**config.mk**
```make
export PLATFORM = sky130hd
export DESIGN_NAME = pos_counter_bounded
export DESIGN_NICKNAME = d
export VERILOG_FILES = /design/src/rtl/game_pkg.sv /design/src/rtl/tick_prescaler.sv /design/src/rtl/pos_counter_bounded.sv
export SDC_FILE = /design/constraint.sdc
export NUM_CORES = 1
export LEC_CHECK = 0
export ABC_AREA = 1
export CORE_MARGIN = 2
export CORE_UTILIZATION = 48
export DETAILED_ROUTE_END_ITERATION = 12
export PLACE_DENSITY = 0.82
export SYNTH_ARGS = -nofsm -noshare
export SYNTH_HDL_FRONTEND = slang
export SYNTH_SLANG_ARGS = --single-unit
export TNS_END_PERCENT = 100
```
**constraint.sdc**
```tcl
create_clock -name CLK -period 2.2 [get_ports CLK]
set_input_delay 0.66 -clock CLK [delete_from_list [all_inputs] [get_ports CLK]]
set_output_delay 0.66 -clock CLK [all_outputs]
set_load 0.02 [all_outputs]
```
**src/rtl/game_pkg.sv**
```systemverilog
// Shared constants for movable screen objects: cannon bounds, the
// saturate/wrap mode encodings, and the decoded move request type.
package game_pkg;

    localparam int CANNON_X_MIN   = 0;
    localparam int CANNON_X_MAX   = 600;
    localparam int CANNON_X_RESET = 228;

    localparam int MODE_SAT  = 0;
    localparam int MODE_WRAP = 1;

    // dec outranks inc, so a request is always exactly one of these
    typedef enum logic [1:0] {
        MV_NONE = 2'd0,
        MV_DEC  = 2'd1,
        MV_INC  = 2'd2
    } move_t;

endpackage

```
**src/rtl/tick_prescaler.sv**
```systemverilog
// Divide-by-DIV tick qualifier. Counts en pulses while active is held and
// raises fire combinationally on the DIV-th pulse, so the consumer acts on
// that same edge. Dropping active or asserting clr restarts the count,
// which means every new request waits a full DIV ticks.
module tick_prescaler
    import game_pkg::*;
#(
    parameter int DIV = 1
) (
    input  logic CLK,
    input  logic Rst,
    input  logic en,
    input  logic active,
    input  logic clr,
    output logic fire
);

    localparam int PW = (DIV > 1) ? $clog2(DIV) : 1;
    localparam logic [PW-1:0] TC = PW'(DIV - 1);

    logic [PW-1:0] cnt;

    assign fire = active & en & ~clr & (cnt == TC);

    // Progress counter: cleared on clr or idle, advances on qualifying en
    always_ff @(posedge CLK or negedge Rst) begin
        if (!Rst) begin
            cnt <= '0;
        end else if (clr || !active) begin
            cnt <= '0;
        end else if (en) begin
            cnt <= fire ? '0 : cnt + 1'b1;
        end
    end

endmodule

```
**src/rtl/pos_counter_bounded.sv**
```systemverilog
// Bounded position counter for one movable axis. Moves by STEP on prescaled
// ticks, saturating or wrapping at [MIN_VAL, MAX_VAL]; a synchronous load
// (clamped, never wrapped) overrides any move. Priority: load > dec > inc.
module pos_counter_bounded
    import game_pkg::*;
#(
    parameter int WIDTH     = 11,
    parameter int RESET_VAL = CANNON_X_RESET,
    parameter int MIN_VAL   = CANNON_X_MIN,
    parameter int MAX_VAL   = CANNON_X_MAX,
    parameter int STEP      = 1,
    parameter int DIV       = 1,
    parameter int WRAP      = MODE_SAT
) (
    input  logic             CLK,
    input  logic             Rst,
    input  logic             en,
    input  logic             inc,
    input  logic             dec,
    input  logic             load,
    input  logic [WIDTH-1:0] load_val,
    output logic [WIDTH-1:0] count,
    output logic             at_min,
    output logic             at_max,
    output logic             moved
);

    // One extra bit so count+STEP cannot overflow before the bound compare
    localparam int XW = WIDTH + 1;
    localparam logic [XW-1:0]    MAX_X     = XW'(MAX_VAL);
    localparam logic [XW-1:0]    STEP_X    = XW'(STEP);
    localparam logic [XW-1:0]    LOW_LIM_X = XW'(MIN_VAL + STEP);
    localparam logic [WIDTH-1:0] RESET_C   = WIDTH'(RESET_VAL);
    localparam logic [WIDTH-1:0] MIN_C     = WIDTH'(MIN_VAL);
    localparam logic [WIDTH-1:0] MAX_C     = WIDTH'(MAX_VAL);
    localparam logic [WIDTH-1:0] STEP_C    = WIDTH'(STEP);
    localparam bit               DO_WRAP   = (WRAP != 0);

    move_t            req;
    logic             req_any;
    logic             fire;
    logic [XW-1:0]    count_x;
    logic [XW-1:0]    inc_x;
    logic [WIDTH-1:0] move_c;
    logic [WIDTH-1:0] clamp_c;

    // Decode the request with dec taking precedence over inc
    always_comb begin
        req = MV_NONE;
        if (dec) begin
            req = MV_DEC;
        end else if (inc) begin
            req = MV_INC;
        end
    end

    assign req_any = (req != MV_NONE);

    tick_prescaler #(
        .DIV (DIV)
    ) u_tick_prescaler (
        .CLK    (CLK),
        .Rst    (Rst),
        .en     (en),
        .active (req_any),
        .clr    (load),
        .fire   (fire)
    );

    // Candidate positions: bounded step result and clamped load value.
    // On overshoot the wrap lands exactly on the opposite bound.
    always_comb begin
        count_x = {1'b0, count};
        inc_x   = count_x + STEP_X;
        move_c  = count;
        if (req == MV_DEC) begin
            if (count_x >= LOW_LIM_X) begin
                move_c = count - STEP_C;
            end else begin
                move_c = DO_WRAP ? MAX_C : MIN_C;
            end
        end else if (req == MV_INC) begin
            if (inc_x <= MAX_X) begin
                move_c = count + STEP_C;
            end else begin
                move_c = DO_WRAP ? MIN_C : MAX_C;
            end
        end

        if (load_val < MIN_C) begin
            clamp_c = MIN_C;
        end else if (load_val > MAX_C) begin
            clamp_c = MAX_C;
        end else begin
            clamp_c = load_val;
        end
    end

    // Position register and move pulse; a saturated move leaves moved low
    always_ff @(posedge CLK or negedge Rst) begin
        if (!Rst) begin
            count <= RESET_C;
            moved <= 1'b0;
        end else if (load) begin
            count <= clamp_c;
            moved <= 1'b0;
        end else if (fire) begin
            count <= move_c;
            moved <= (move_c != count);
        end else begin
            moved <= 1'b0;
        end
    end

    assign at_min = (count == MIN_C);
    assign at_max = (count == MAX_C);

endmodule

```
== Yosys cells after proc, flatten, opt, wreduce, memory -nomap -nowiden ==
Cells that the tools add are included.
Storage, ports and cells
  register bits after elaboration: 13
  bits in latches: 0
  bits in writable memories: 0
  ROM bits: 0
  bits of input ports: 17
  word-level logic and storage cells: 41
  memories: 0
Cells by class
  add/sub/neg operators: 4
  multiply operators: 0
  divide/modulo/power cells: 0
  $lt $le $gt $ge: 4
  equal/unequal tests: 4
  shift operators: 0
  multiplexer cells: 15
  bitwise gates (word level): 5
  reduce and logical (&&, ||, !) cells: 6
Operators with widths (count)
  11-bit two-way mux: 8
  11-bit by 1-bit adder with 12-bit output (second input constant): 1
  12-bit by 10-bit less-or-equal comparator with 1-bit output (second input constant): 1
  11-bit by 1-bit adder with 11-bit output (second input constant): 1
  11-bit by 10-bit == test with 1-bit output (second input constant): 1
  11-bit by 1-bit greater-or-equal comparator with 1-bit output (second input constant): 1
  11-bit by 10-bit greater-than comparator with 1-bit output (second input constant): 1
  11-bit logical NOT: 1
  11-bit by 1-bit < comparator with 1-bit output (second input constant): 1
  11-bit inequality test: 1
  11-bit by 1-bit subtractor with 11-bit output (second input constant): 1
  2-bit nonzero test: 3
  1-bit two-way mux: 5
  2-bit two-way mux: 2
  1-bit bitwise AND: 3
  2-bit by 1-bit == test with 1-bit output (second input constant): 1
  2-bit == test (second input constant): 1
  1-bit NOT: 2
  1-bit adder (second input constant): 1
  1-bit logical NOT: 1
  1-bit logical OR: 1

== Depth between registers and ports, before layout ==
Gate-level depths: netlist (run 1).
  depth after elaboration: 9
  mapped depth: 22
  depth with buffers taken out: 22

== Modules after synthesis ==
A second synthesis (run 1) with hierarchy kept.
Second synthesis, totals
  cells, all modules: 275
  area total of the unflattened synthesis: 1684.1 µm²
Modules (own cells, without submodules)
  pos_counter_bounded: instances 1, cells an instance 266, area each 1629.1 µm², seq. area each 305.3 µm²
  tick_prescaler: instances 1, cells an instance 9, area each 55.1 µm², seq. area each 25.0 µm²

== Worst setup path after synthesis (run 1) ==
Ideal clock, no wire load.
  path type: register to output
  start: register count[0]
  end: output port at_min
  arrival time: 1.867 ns
  slack: -0.327 ns
  stages on the path, launching flop included: 7
  path through: dfrtp_1 inv_1 ha_1 nand2_1 nor2_2 inv_1 nor4_1
On the way
  cells in the longest elaborated chain, start to end: 1
Ends and longest elaborated chain
  start: declaration: RTL line pos_counter_bounded.sv:22  | output logic [WIDTH-1:0] count,
  start signal: assignment: RTL line pos_counter_bounded.sv:105  | count <= clamp_c;
  start signal: assignment: RTL line pos_counter_bounded.sv:108  | count <= move_c;
  11-bit logical NOT: RTL line pos_counter_bounded.sv:115  | assign at_min = (count == MIN_C);
  end: declaration: RTL line pos_counter_bounded.sv:23  | output logic at_min,
No other way between the ends.

== Final worst setup path (run 1) ==
Ends and elaborated chain as after synthesis.

==> flow_metrics.py, run 1 <==
metrics = {
    "timing": {
        "drv_slew": 0,
        "finalSetupViolations": 3,
        "fmax_ghz": 0.426,
        "timing.final.crit_share_pct": 107,
        "fin_tns_setup_ns": -0.306,
        "finClkSkew_ns": 0.00264,
        "tightest_slew_ns": 0.579,
        "hold_violations": 0,
        "fin_ws_ns": -0.148,
        "max_slew_margin_pct": 61.3,
        "fin_crit_ns": 2.35,
        "rsz0062_at_grt": "yes",
    },
    "floorplanning": {
        "die_w_um": 63.4,
        "start_util_pct": 50.3,
        "coreArea_mm2": 0.00336,
        "row_count": 21,
        "die_area_mm2": 0.00402,
        "io_pins": 31,
        "die_h_um": 63.4,
    },
    "clocking": {
        "cts_tree": "yes",
        "clockRootBuffer": "clkbuf_4",
        "hold_buffers": 0,
        "cts_buffers": 3,
        "htree_levels": 1,
        "clkSinkCount": 13,
        "clkTransAtPathRegs_ns": 0.08,
        "cts_max_path_buffers": 2,
        "clock_latency_ns": 0.27,
    },
    "worst_setup_path": {
        "path_cells": "inv_1 > ha_2 > nand2_1 > nor2_2 > inv_1 > nor4_4 > buf_4",
        "slowest_delay_ns": 0.42,
        "path_delay_family": "flip-flops",
        "cpMostUsedCell": "inv_1",
        "cp.arrival_ns": 1.69,
        "worstPathMaxFanout": 4,
        "cp.required_ns": 1.54,
        "slowest_stage": "dfrtp_2",
        "crit_buf_inv": 3,
        "cp-end-kind": "output port",
        "start_kind": "flop",
        "crit_type": "flop to output port",
    },
    "final_layout": {
        "design_area_mm2": 0.00271,
        "multi_input_area_mm2": 0.00134,
        "areaGrowthSynthToFinish_pct": 60.4,
        "drive_gt1_share_pct": 37.1,
        "antennaDiodeCount": 0,
        "fin_util_pct": 80.7,
        "area.sequential_um2": 334,
        "fill_cells": 231,
        "final_net_count": 391,
    },
    "logic_synthesis": {
        "postSynthAreaPerCell_um2": 6.13,
        "synth_cell_type_count": 35,
        "synth_top_area_share_pct": 16.6,
        "netlist_area_mm2": 0.00169,
        "synth-async-reset-ratio_pct": 100,
        "synth_warnings": 0,
        "synth_fp_nets": 297,
        "seq_area_frac_synth_pct": 19.5,
        "synth_top_flop_cell": "dfrtp_1",
        "synthCells": 276,
        "synth-edff-count": 0,
        "synth.area.top_cells": "nand2_1 17%, dfrtp_1 13%, nand3_1 12%",
        "yosys.area.top_type": "nand2_1",
        "synth_seq_cells": 13,
    },
    "global_routing": {
        "grt_start_max_net_pins": 14,
        "groute.usage.overall_pct": 32.5,
        "grt_pass1_vias": 2354,
        "grt_overflow": 0,
        "grt_pass1_wl_mm": 10.4,
        "grt_antenna_before_repair": 0,
    },
    "min_path": {
        "min_path_type": "flop to flop",
    },
    "power": {
        "switching_share_pct": 45.4,
        "clockPowerShare_pct": 10.5,
        "p_leak_nw": 1.31,
        "p_int_uw": 759,
        "p_comb_share_pct": 67.1,
        "powerDensity_mw_per_mm2": 513,
        "switchingPower_uw": 632,
        "seq_power_share_pct": 22.4,
        "max-vdd-ir-drop_mv": 0.373,
    },
    "detailed_routing": {
        "drc": 0,
        "drtAntennaViolNets": 0,
        "wl_per_cell_um": 16.0,
        "post_drt_via_cell_ratio": 5.90,
        "vias": 2450,
        "first_iter_violations": 227,
        "routed_wl_mm": 6.64,
        "dr.pass1.iters": 5,
    },
    "run_status": {
        "violations": "setup timing",
        "status": "finished, violations left",
    },
    "run": {
        "maxCapViolations": 0,
    },
    "place": {
        "postPlaceCellArea_mm2": 0.00244,
        "io_buffers": 30,
        "place_congestion": 0.984,
        "placement.setup.worst_slack_ns": -0.263,
        "dp_hpwl_mm": 4.59,
    },
}
-- tightest hold or removal path, stage by stage, from the launching register on --
cell     delay (ns)
dfrtp_1        0.36
inv_1          0.09
nor4_1         0.07
-- through the flow --
step	hold WS, ns	instances	power (mW)
2_1_floorplan	0.364	276	0.749
3_3_place_gp	0.508	401	1.09
3_5_place_dp	0.532	401	1.11
4_1_cts	0.542	411	1.30
5_1_grt	0.587	415	1.48
6_report	0.554	415	1.39
-- layer usage --
| metal | global-route usage [%] | vias to the layer above | share of wire [%] | wire length (um) |
|---|---|---|---|---|
| li1 | - | 1128 | - | - |
| met1 | 41.0 | 1133 | 38 | 2540 |
| met2 | 56.4 | 166 | 50 | 3290 |
| met3 | 1.96 | 23 | 9.3 | 615 |
| met4 | 15.2 | 0 | 2.8 | 187 |
| met5 | 0 | - | 0 | 0 |
-- kinds of logic after synthesis --
logic type,Yosys count,synth area share [%]
simple gates,170,47.1
compound gates,44,17.1
buf+inv,41,11.2
flops,13,19.5
xor+xnor,4,2.07
fa+ha+maj,4,2.96
-- path summary, 6_finish.rpt --
path	slack [ns]	depth (start not counted)	end	start
max	-0.15	7	at_min	count[0]
min	0.55	2	u_tick_prescaler.cnt	u_tick_prescaler.cnt
max reg2reg	-0.11	17	moved	count[2]
min reg2reg	0.55	2	u_tick_prescaler.cnt	u_tick_prescaler.cnt
max in group asynchronous	1.04	1	count[9]	Rst
min in group asynchronous	0.75	1	moved	Rst
-- synthesized netlist by cell type, types with 2 or more instances --
library cell  number
o211ai_1           4
clkbuf_1           2
o21ai_0           15
nor3_1             2
nand4_1            8
o221ai_1           9
inv_1             29
nand2_4            2
nand2_2            7
xor2_1             4
inv_2              3
a21oi_1            9
dfrtp_1            9
clkinv_1           2
o21ai_2            2
nor4_1             2
ha_1               4
nand3b_1           3
nand3_1           40
dfstp_2            4
nand2_1           75
a31oi_1            2
nor2_2             4
nor2_1            22
buf_6              3
-- flip-flops by register name (all words and copies together) (netlist names) --
signal	flops
count	11
moved	1
u_tick_prescaler.cnt	1
-- timing repair --
item,4_1_cts,5_1_grt
gates cloned,1,0
resized for setup,36,33
setup endpoints to repair,10,15
buffers inserted,5,4
pin swaps,6,13
-- power groups by stage --
stage / combinational [mW] / clock (mW) / sequential, mW
after detailed placement: 0.795 / 0 / 0.311
after CTS: 0.844 / 0.149 / 0.307
after global routing: 1.01 / 0.160 / 0.313
after global placement: 0.779 / 0 / 0.310
final: 0.934 / 0.146 / 0.312
after floorplan: 0.405 / 0 / 0.344
-- area by class of cell --
| cell class | instances | area share (%) |
|---|---|---|
| repair buffers | 95 | 30.4 |
| clock buffers | 4 | 0.968 |
| well taps | 46 | 2.12 |
| flip-flops and latches | 13 | 12.3 |
| multi-input cells | 223 | 49.5 |
| inverters | 34 | 4.75 |
-- layout by cell type (no fill, tap or decap), types with 3 or more instances in the layout --
cell type	instances
nand2_1	65
buf_4	58
nand3_1	36
inv_1	27
clkdlybuf4s50_1	24
nor2_1	18
nand2_2	17
o21ai_0	10
nand4_1	8
o221ai_1	8
buf_6	8
nor2_2	6
dfrtp_1	6
inv_2	5
nand3_2	5
o21ai_1	5
a21oi_2	5
a21oi_1	5
xor2_1	4
o211ai_1	4
dfstp_2	4
nand2_4	3
nor2_4	3
nand3b_1	3
clkbuf_4	3
dfrtp_2	3
dlygate4sd2_1	3
Power figures use the tool's default switching activity.
==> inputs of run 2 (changes only) <==
CTS_CLUSTER_SIZE = 40   (was not set)
MAX_ROUTING_LAYER = met4   (was not set)
==> run 2 against run 1 <==
Compared with the run above:
- global-route usage rose by 2.3 points
- non-clock buffer count rose by 1
- cell count rose by 0.24%
- utilization rose by 2.8 points
- count of clock-buffer cells in the layout did not move
- via count rose by 5.6%
- combinational power rose by 9%
- the run still ends with setup timing left
- cell area rose by 3.5%
- die area did not move
- hold slack got worse by 0.0063 ns
==> flow_metrics.py, run 2 (synthesis gave the netlist of run 1 again) <==
metrics = {
    "clocking": {
        "clock_latency_ns": 0.29,
        "hold_buffers": 0,
        "clkTransAtPathRegs_ns": 0.08,
        "cts_buffers": 3,
        "clkSinkCount": 13,
        "htree_levels": 1,
        "clockRootBuffer": "clkbuf_4",
        "cts_tree": "yes",
        "cts_max_path_buffers": 2,
    },
    "global_routing": {
        "groute.usage.overall_pct": 34.8,
        "grt_start_max_net_pins": 14,
        "grt_overflow": 0,
        "grt_pass1_wl_mm": 10.7,
        "grt_pass1_vias": 2419,
        "grt_antenna_before_repair": 0,
    },
    "detailed_routing": {
        "routed_wl_mm": 7.47,
        "dr.pass1.iters": 8,
        "drc": 0,
        "first_iter_violations": 365,
        "post_drt_via_cell_ratio": 6.22,
        "drtAntennaViolNets": 0,
        "vias": 2587,
        "wl_per_cell_um": 17.9,
    },
    "final_layout": {
        "areaGrowthSynthToFinish_pct": 66.0,
        "final_net_count": 392,
        "top_register": "count",
        "largest_register_ffs": 11,
        "multi_input_area_mm2": 0.00143,
        "layout_commonest_cell": "buf_4",
        "drive_gt1_share_pct": 41.1,
        "fill_cells": 210,
        "antennaDiodeCount": 0,
        "reg_top3": "count: 11 flops, moved: 1 flops, u_tick_prescaler.cnt: 1 flops",
        "area.sequential_um2": 334,
        "final_cell_mix": "61 x buf_4, 57 x nand2_1, 33 x nand3_1",
        "design_area_mm2": 0.00281,
    },
    "worst_setup_path": {
        "start_kind": "flop",
        "cp.required_ns": 2.39,
        "worstPathMaxFanout": 7,
        "cp-end-kind": "flop",
        "path_cells": "buf_6 > nand2_2 > inv_2 > nand4_2 > o21ai_4 > buf_4 > nand2_2 > nor2_2 > nand2_4 > nand4_1 > nand2_1 > clkinv_1 > nand3_1 > nor2_1 > nand3_1 > nand2_1 > inv_1",
        "path_delay_family": "simple AND/OR/NAND/NOR gates",
        "slowest_delay_ns": 0.56,
        "slowest_stage": "dfstp_2",
        "crit_type": "flop to flop",
        "crit_buf_inv": 5,
        "cp.arrival_ns": 2.56,
    },
    "power": {
        "p_comb_share_pct": 68.6,
        "p_leak_nw": 1.35,
        "p_int_uw": 781,
        "max-vdd-ir-drop_mv": 0.380,
        "switchingPower_uw": 706,
        "seq_power_share_pct": 21.2,
        "clockPowerShare_pct": 10.2,
        "power.total_mw": 1.49,
        "powerDensity_mw_per_mm2": 530,
        "switching_share_pct": 47.5,
    },
    "timing": {
        "tightest_slew_ns": 0.573,
        "hold_violations": 0,
        "finClkSkew_ns": 0.00122,
        "fin_crit_ns": 2.37,
        "finalSetupViolations": 4,
        "fin_ws_ns": -0.171,
        "drv_slew": 0,
        "fin_tns_setup_ns": -0.338,
        "fmax_ghz": 0.422,
        "timing.final.crit_share_pct": 108,
        "hold_ws_ns": 0.548,
        "max_slew_margin_pct": 61.7,
        "rsz0062_at_grt": "yes",
    },
    "min_path": {
        "min_path_type": "flop to flop",
    },
    "place": {
        "postPlaceCellArea_mm2": 0.00244,
        "dp_hpwl_mm": 4.73,
        "placement.setup.worst_slack_ns": -0.293,
        "place_congestion": 1.00,
        "io_buffers": 30,
    },
    "floorplanning": {
        "start_util_pct": 50.3,
        "die_h_um": 63.4,
        "die_w_um": 63.4,
        "io_pins": 31,
        "die_area_mm2": 0.00402,
        "row_count": 21,
        "coreArea_mm2": 0.00336,
    },
    "run": {
        "maxCapViolations": 0,
    },
    "run_status": {
        "violations": "setup timing",
        "status": "finished, violations left",
    },
}
-- run 2: changes by cell type in the layout (fill, tap and decap cells not counted), moves of 2 or more --
cell / previous run / this run
nand2_2: 17 / 21
buf_4: 58 / 61
buf_6: 8 / 6
o21ai_0: 10 / 7
o21ai_2: 2 / 4
nand3_4: 0 / 2
nand2_1: 65 / 57
nand2_4: 3 / 6
nand3_1: 36 / 33
-- run 2: cell type report --
type	instances	area share, %
tap	46	2.05
multi-input combinational	223	51.0
sequential	13	11.9
timing repair buffer	96	29.5
clock buffer	4	0.936
inverter	34	4.63
-- run 2: path summary, 6_finish.rpt --
| check | startpoint | endpoint | slack [ns] | depth (start not counted) |
|---|---|---|---|---|
| max | count[7] | moved | -0.17 | 17 |
| min | u_tick_prescaler.cnt | u_tick_prescaler.cnt | 0.55 | 2 |
| max reg2reg | count[7] | moved | -0.17 | 17 |
| min reg2reg | u_tick_prescaler.cnt | u_tick_prescaler.cnt | 0.55 | 2 |
| max in group asynchronous | Rst | count[0] | 1.06 | 1 |
| min in group asynchronous | Rst | count[10] | 0.74 | 1 |
-- run 2: layer usage --
layer	up-vias	part of all wire (%)	track usage, %
met5	-	0	-
met4	0	7.2	24.7
met3	70	9.6	3.75
met2	216	48	54.3
met1	1174	36	41.8
li1	1127	-	-
-- run 2: metrics by stage --
step                cells  utilization (%)
floorplan             276                -
global placement      401             72.4
detailed placement    401             72.4
CTS                   410             77.7
global route          416             83.5
finish                416             83.5
-- run 2: power by group through the flow --
stage | combinational, mW | clock, mW | sequential, mW
floorplan | 0.405 | 0 | 0.344
global route | 1.08 | 0.158 | 0.318
detailed placement | 0.799 | 0 | 0.310
global placement | 0.779 | 0 | 0.310
CTS | 0.866 | 0.152 | 0.310
finish | 1.02 | 0.151 | 0.315
-- run 2: worst register-to-register path, stage by stage (launching register included) --
cell	delay [ns]
dfstp_2	0.56
buf_6	0.14
nand2_2	0.07
inv_2	0.07
nand4_2	0.16
o21ai_4	0.20
buf_4	0.15
nand2_2	0.08
nor2_2	0.18
nand2_4	0.08
nand4_1	0.09
nand2_1	0.06
clkinv_1	0.05
nand3_1	0.07
nor2_1	0.13
nand3_1	0.09
nand2_1	0.06
inv_1	0.03
-- run 2: repair_timing --
action                                  in CTS  in global routing
resized for setup                           47                 46
pin swaps                                   15                 20
cloned                                       1                  0
endpoints found under the setup margin      11                 15
buffers inserted                             4                  6
==> inputs of run 3 (changes only) <==
CORE_ASPECT_RATIO = 1.2   (was not set)
==> run 3 against run 2 <==
Compared with the run above:
- the flow still finishes with violations (setup timing)
- sequential share of layout area up 0.12 points
- utilization down 0.91 points
- setup slack better by 0.036 ns
- register-to-register slack better by 0.04 ns
- combinational power about the same
- non-clock buffer count up 4
- routed wire length up 0.37%
- via count down 2.8%
- critical path depth up 2
- die area about the same
- critical endpoint unchanged
==> flow_metrics.py, run 3 (synthesis gave the netlist of run 1 again) <==
metrics = {
    "worst_setup_path": {
        "r2r_setup_slack_ns": -0.13,
        "slowest_delay_ns": 0.43,
        "cp.arrival_ns": 2.48,
        "cp.required_ns": 2.34,
        "crit_buf_inv": 4,
        "slowest_stage": "dfrtp_2",
        "start_kind": "flop",
        "worstPathMaxFanout": 5,
        "cp-end-kind": "flop",
        "path_cells": "buf_8 > buf_4 > buf_4 > nand4_1 > nand2_2 > nand3_2 > nand2_1 > nand2_1 > nand2_2 > nand2_4 > nand3b_1 > nand2_1 > nand2_1 > nand2_1 > nand2_1 > a21oi_2 > nand3_1 > nand2_1 > inv_1",
        "cpMostUsedCell": "nand2_1",
        "crit_type": "flop to flop",
        "path_delay_family": "simple AND/OR/NAND/NOR gates",
        "reg2reg_depth": 19,
        "r2r-end": "moved",
        "reg2reg_from": "count[0]",
    },
    "clocking": {
        "htree_levels": 1,
        "clkSinkCount": 13,
        "clock_latency_ns": 0.24,
        "cts_max_path_buffers": 2,
        "clockRootBuffer": "clkbuf_8",
        "cts_tree": "yes",
        "clkTransAtPathRegs_ns": 0.06,
        "cts_buffers": 3,
    },
    "global_routing": {
        "grt_pass1_vias": 2269,
        "grt_start_max_net_pins": 14,
        "grt_overflow": 0,
        "grt_antenna_before_repair": 0,
        "grt_pass1_wl_mm": 10.5,
        "groute.usage.overall_pct": 34.1,
    },
    "min_path": {
        "min_to": "u_tick_prescaler.cnt",
        "hold_depth": 2,
        "min_path_type": "flop to flop",
        "min_from": "u_tick_prescaler.cnt",
    },
    "floorplanning": {
        "die_area_mm2": 0.00402,
        "start_util_pct": 50.2,
        "row_count": 23,
        "io_pins": 31,
        "coreArea_mm2": 0.00337,
        "die_w_um": 58.2,
        "die_h_um": 69.0,
    },
    "timing": {
        "max_slew_margin_pct": 60.7,
        "fin_crit_ns": 2.33,
        "hold_ws_ns": 0.526,
        "hold_violations": 0,
        "fmax_ghz": 0.428,
        "timing.final.crit_share_pct": 106,
        "finalSetupViolations": 12,
        "tightest_slew_ns": 0.587,
        "drv_slew": 0,
        "finClkSkew_ns": 0.00250,
        "fin_ws_ns": -0.135,
        "rsz0062_at_grt": "yes",
    },
    "detailed_routing": {
        "vias": 2514,
        "drtAntennaViolNets": 0,
        "routed_wl_mm": 7.50,
        "post_drt_via_cell_ratio": 6.12,
        "dr.pass1.iters": 5,
        "first_iter_violations": 305,
        "drc": 0,
        "wl_per_cell_um": 18.2,
    },
    "run_status": {
        "violations": "setup timing",
        "status": "finished, violations left",
    },
    "final_layout": {
        "antennaDiodeCount": 0,
        "fin_util_pct": 82.6,
        "drive_gt1_share_pct": 40.6,
        "multi_input_area_mm2": 0.00139,
        "largest_register_ffs": 11,
        "layout_commonest_cell": "buf_4",
        "fill_cells": 209,
        "final_net_count": 396,
        "final_cell_mix": "68 x buf_4, 62 x nand2_1, 35 x nand3_1",
        "top_register": "count",
        "reg_top3": "count: 11 flops, moved: 1 flops, u_tick_prescaler.cnt: 1 flops",
        "areaGrowthSynthToFinish_pct": 64.3,
        "area.sequential_um2": 334,
        "finalNonFillerCells": 411,
        "design_area_mm2": 0.00278,
    },
    "place": {
        "io_buffers": 30,
        "placedCellCount": 395,
        "place_congestion": 1.05,
        "dp_hpwl_mm": 4.83,
        "postPlaceCellArea_mm2": 0.00243,
        "placement.setup.worst_slack_ns": -0.264,
    },
    "power": {
        "p_leak_nw": 1.36,
        "max-vdd-ir-drop_mv": 0.551,
        "powerDensity_mw_per_mm2": 556,
    },
    "run": {
        "maxCapViolations": 0,
    },
}
-- run 3: report_power, final --
part,internal (mW),total [mW],leakage (nW),switching [mW]
registers,0.274,0.320,0.152,0.0462
logic,0.445,1.01,1.18,0.563
clock network,0.128,0.217,0.0228,0.0891
total,0.847,1.55,1.36,0.699
-- run 3: worst max path at each step --
stage | startpoint | end | slack (ns) | cells after the start
6_report | count[0] | moved | -0.13 | 19
5_1_grt | count[2] | moved | -0.24 | 19
3_5_place_dp | dec | moved | -0.26 | 11
4_1_cts | count[2] | moved | -0.05 | 19
2_1_floorplan | count[1] | at_max | 0.02 | 4
3_3_place_gp | dec | moved | -0.19 | 13
-- run 3: worst register-to-register path, delay by kind of cell (launching register included) --
kind / cells / cell delay [ns]
flip-flops: 1 / 0.43
AND/OR/NAND/NOR: 14 / 1.17
buffers and inverters: 4 / 0.47
AO/OA/AOI/OAI: 1 / 0.15
-- run 3: what timing repair did --
| action | CTS | global route |
|---|---|---|
| hold buffers | 0 | 0 |
| resized for setup | 26 | 54 |
| cloned | 1 | 0 |
| buffers inserted | 8 | 3 |
| pin swaps | 6 | 14 |
| endpoints found under the setup margin | 10 | 15 |
-- run 3: through the flow --
step	TNS, ns	power, mW
global route	-1.07	1.62
global placement	-1.47	1.10
CTS	-0.0807	1.40
floorplan	0	0.749
detailed placement	-2.21	1.12
finish	-0.447	1.55
-- run 3: metal layers --
layer / wire, um / track usage, % / vias up
li1: - / - / 1132
met1: 2720 / 41.2 / 1138
met2: 3620 / 56.7 / 184
met3: 644 / 2.63 / 60
met4: 504 / 15.2 / 0
met5: 0 / - / -
-- run 3: cell type report --
type | instances | share of cell area (%)
clock buffers | 4 | 1.62
inverters | 34 | 4.59
well taps | 37 | 1.67
multi-input cells | 223 | 50.1
flip-flops and latches | 13 | 12.0
repair buffers | 100 | 30.0
